### src/rtl/mod_counter_pkg.sv
// Shared constants and helpers for the modulo-N counter family.
package mod_counter_pkg;
   localparam logic DIR_UP     = 1'b1;
   localparam logic DIR_DN     = 1'b0;
   localparam int   WRAP_CNT_W = 16;

   // Ceiling log2 for tools without $clog2; never returns less than 1 bit.
   function automatic int clog2(input int value);
      int r;
      r = 0;
      for (int i = 0; i < 32; i++) begin
         if ((64'd1 << r) < 64'(value)) r = r + 1;
      end
      return (r < 1) ? 1 : r;
   endfunction
endpackage

### src/rtl/sat_event_counter.sv
// Saturating event counter: counts inc pulses, sticks at all-ones, clr wins.
module sat_event_counter
   import mod_counter_pkg::*;
#(
   parameter int W = WRAP_CNT_W
) (
   input  logic         clk,
   input  logic         clr,
   input  logic         inc,
   output logic [W-1:0] cnt
);

   always_ff @(posedge clk) begin
      if (clr) begin
         cnt <= '0;
      end else if (inc && (cnt != {W{1'b1}})) begin
         cnt <= cnt + 1'b1;
      end
   end

endmodule

### src/rtl/mod_n_updown_counter.sv
// Modulo-N up/down counter with load, combinational terminal count and wrap pulse.
// Optional wrap event counter output when MODN_WRAP_CNT_EN is defined.
module mod_n_updown_counter
   import mod_counter_pkg::*;
#(
   parameter int MODULUS = 100,
   parameter int WIDTH   = clog2(MODULUS)
) (
   input  logic             clk,
   input  logic             rst,
   input  logic             en,
   input  logic             up_dn,
   input  logic             load,
   input  logic [WIDTH-1:0] load_val,
   output logic [WIDTH-1:0] count,
   output logic             tc,
   output logic             wrap
`ifdef MODN_WRAP_CNT_EN
   ,
   output logic [WRAP_CNT_W-1:0] wrap_cnt
`endif
);

   generate
      if ((MODULUS < 2) || ((64'd1 << WIDTH) < 64'(MODULUS))) begin : g_bad_param
         $error("mod_n_updown_counter: MODULUS must be >= 2 and fit in WIDTH bits");
      end
   endgenerate

   localparam logic [WIDTH-1:0] MAX_VAL = WIDTH'(MODULUS - 1);

   logic             at_max;
   logic             at_min;
   logic             count_up;
   logic [WIDTH-1:0] load_clamped;

   assign at_max       = (count == MAX_VAL);
   assign at_min       = (count == '0);
   assign count_up     = (up_dn == DIR_UP);
   assign load_clamped = (load_val > MAX_VAL) ? MAX_VAL : load_val;

   // tc is exactly "the next enabled edge crosses a boundary", so it doubles as wrap-next.
   assign tc = en & ~load & ((count_up & at_max) | (~count_up & at_min));

   always_ff @(posedge clk) begin
      if (rst) begin
         count <= '0;
         wrap  <= 1'b0;
      end else begin
         wrap <= tc;
         if (load) begin
            count <= load_clamped;
         end else if (en) begin
            if (count_up) begin
               count <= at_max ? '0 : count + 1'b1;
            end else begin
               count <= at_min ? MAX_VAL : count - 1'b1;
            end
         end
      end
   end

`ifdef MODN_WRAP_CNT_EN
   sat_event_counter #(
      .W(WRAP_CNT_W)
   ) u_wrap_cnt (
      .clk(clk),
      .clr(rst),
      .inc(tc),
      .cnt(wrap_cnt)
   );
`endif

endmodule

### config.mk
export PLATFORM = sky130hd
export DESIGN_NAME = mod_n_updown_counter
export DESIGN_NICKNAME = d
export VERILOG_FILES = /design/src/rtl/mod_counter_pkg.sv /design/src/rtl/sat_event_counter.sv /design/src/rtl/mod_n_updown_counter.sv
export SDC_FILE = /design/constraint.sdc
export NUM_CORES = 1
export LEC_CHECK = 0
export ABC_AREA = 1
export BUFFER_PORTS_ARGS = -buffer_cell sky130_fd_sc_hd__buf_2
export CAP_MARGIN = 25
export CORE_MARGIN = 3
export CORE_UTILIZATION = 45
export CTS_BUF_LIST = sky130_fd_sc_hd__clkbuf_16
export CTS_CLUSTER_DIAMETER = 150
export DETAILED_ROUTE_END_ITERATION = 6
export GPL_TIMING_DRIVEN = 0
export PLACE_DENSITY = 0.71
export SLEW_MARGIN = 20
export SYNTH_ARGS = -nofsm -noshare
export SYNTH_HDL_FRONTEND = slang
export SYNTH_SLANG_ARGS = --single-unit
### constraint.sdc
create_clock -name clk -period 1.7 [get_ports clk]
set_clock_uncertainty 0.05 [all_clocks]
set_input_delay 0.34 -clock clk [delete_from_list [all_inputs] [get_ports clk]]
set_output_delay 0.34 -clock clk [all_outputs]
set_load 0.02 [all_outputs]
==> impl_metrics.toml <==
[finish]
post-route-util_pct = 72.2
nets = 173
layout_commonest_cell = "nand2_1"
layout_common_cells = "nand2_1, buf_2, inv_1"
area_growth_pct = 47.5
diodes = 0
fill_cells = 120
drive_gt1_share_pct = 37.8

[worst_setup_path]
rrSetupSlack_ns = 0.16
crit_arrival_ns = 1.37
timing.critical_path.cells = "buf_6 > nor2_8 > nand2_4 > nor2_4 > nand2_2 > a21oi_2 > buf_6"
cp_num_cells = 7
slowest_delay_ns = 0.31
end_kind = "primary output"
regToRegStartpoint = "count[0]"
critical-path-top-delay-family = "simple AND/OR/NAND/NOR gates"
path_common_cell = "buf_6"
path_buf_inv = 2
ff2ff_path_depth = 10
path_max_fanout = 6
crit_type = "register to primary output"
cp-startpoint = "count[2]"
worstPathRequired_ns = 1.31
critPathLaunchType = "register"
critPathSlowestCell = "dfxtp_1"

[synthesis]
synth_seq_area_share_pct = 21.0
ys_warn_count = 0
avgSynthCellArea_sq_um = 6.31
synthCells = 121
ys_types = 24
synth_area_sq_um = 763
synth_seq_cells = 8
synth_nets = 136

[power_and_ir_drop]
ir_drop_uv = 673
power.density_nw_per_um2 = 843
p_total_uw = 949
p_leak_nw = 0.550

[route]
drt-pass1-iter-count = 4
via_per_inst = 5.45
vias = 937
wl_per_cell_um = 13.9
wl_mm = 2.40
ant_nets = 0
first_iter_violations = 43
drc = 0

[die]
io_pins = 21
die_height_um = 47.2
coreArea_sq_um = 1560
die-area_sq_um = 2230
rows = 14
start_util_pct = 49.0
die_w_um = 47.2

[grt]
grt_pass1_vias = 819
grt-ovfl-total = 0
grt_start_max_net_pins = 10
antenna_found_initial = 0
grt_pass1_wl_mm = 3.77
grtUsageTotal_pct = 24.3

[cts]
clock-root-buffer = "clkbuf_16"
cts_sinks = 8
path_clk_slew_ns = 0.04
ctsHoldBuffers = 0
cts_buffer_depth = 2
htree_levels = 1
clkLatencyLatePin_ns = 0.23
cts_buffers = 3
cts_tree = "built"

[hold_path]
min_delay_path_depth = 2
min_from = "rst"
min_path_type = "primary input to register"

[timing]
hold_viol = 0
final-setup-viol-count = 1
post-route-min-period_ns = 1.76
worst_slack_ns = -0.0626
max_freq_mhz = 567
maxSlewHeadroom_pct = 76.5
rsz0062_at_grt = "yes"
finalMaxSlewViolations = 0
tightest_slew_ns = 0.352
hold_slack_ns = 0.298
fin_crit_sh_pct = 104
tns_ns = -0.0626

[place]
dp_hpwl_mm = 1.54
io_buffer_count = 20
place_ws_ns = 0.00574
place.gp.congestion = 0.764

[flow_run]
maxCapViolCount = 0

[outcome]
violations = "negative setup slack"
status = "finished with violations"
-- state kept, by name, summed over array words and instances (netlist names) --
signal  flops
count       7
wrap        1
-- per-stage QoR --
stage / cells / cell area [sq um]
finish: 172 / 1130
CTS: 169 / 1090
global route: 172 / 1130
detailed placement: 157 / 883
global placement: 157 / 883
floorplan: 121 / 763
-- per-layer routing --
layer | vias to the layer above | track usage (%) | part of all wire [%]
met5 | - | 0 | 0
met3 | 4 | 6.51 | 7.8
met1 | 424 | 30.6 | 42
li1 | 463 | - | -
met4 | 0 | 6.08 | 0.88
met2 | 46 | 40.9 | 49
-- synth_stat cells --
cell	count	share of area (%)
buf_6	1	1.5
a22o_1	1	1.1
a21oi_1	8	5.2
nand2_2	3	2.5
inv_2	2	0.98
nand4_2	1	1.6
nor2_2	2	1.6
xnor2_1	2	2.3
nand2_1	25	12
and2_1	1	0.82
a22oi_1	2	2.0
buf_4	1	0.98
a21oi_2	2	2.3
nand3_2	1	1.3
dfxtp_1	8	21
xor2_1	4	4.6
o21ai_0	8	5.2
nand4_1	2	1.6
nor2_1	12	5.9
o21ai_1	2	1.3
ha_1	3	4.9
nand3_1	12	7.9
nor2_8	1	2.6
inv_1	17	8.4
-- power breakdown --
part / switching (mW) / internal [mW]
Combinational: 0.176 / 0.142
Clock: 0.0959 / 0.304
Sequential: 0.0264 / 0.205
-- timing repair --
action                                  4_1_cts  5_1_grt
gates resized for setup                      21        2
setup buffers                                 9        3
endpoints found under the setup margin        1        1
gates cloned                                  0        0
pin swaps                                     4        2
-- final timing paths --
path / to
setup / recovery: tc
hold / removal: count[6]
setup reg to reg: count[6]
hold reg to reg: count[4]
-- kinds of logic (layout without fill, tap and decap cells) --
group | Yosys count | in the layout | synth area share, %
buf+inv | 21 | 56 | 11.8
compound gates | 23 | 23 | 17.2
flops | 8 | 8 | 21.0
xor+xnor | 6 | 6 | 6.89
simple gates | 60 | 60 | 38.2
fa+ha+maj | 3 | 3 | 4.92
-- area by class of cell --
type                    instances  area (sq um)  area share [%]
multi-input cells              92           564            50.1
repair buffers                 32           196            17.4
flip-flops and latches          8           171            15.2
inverters                      19          76.3            6.78
clock buffers                   3          75.1            6.67
plain buffers                   2          22.5            2.00
well taps                      16          20.0            1.78
Power figures use the tool's default switching activity.
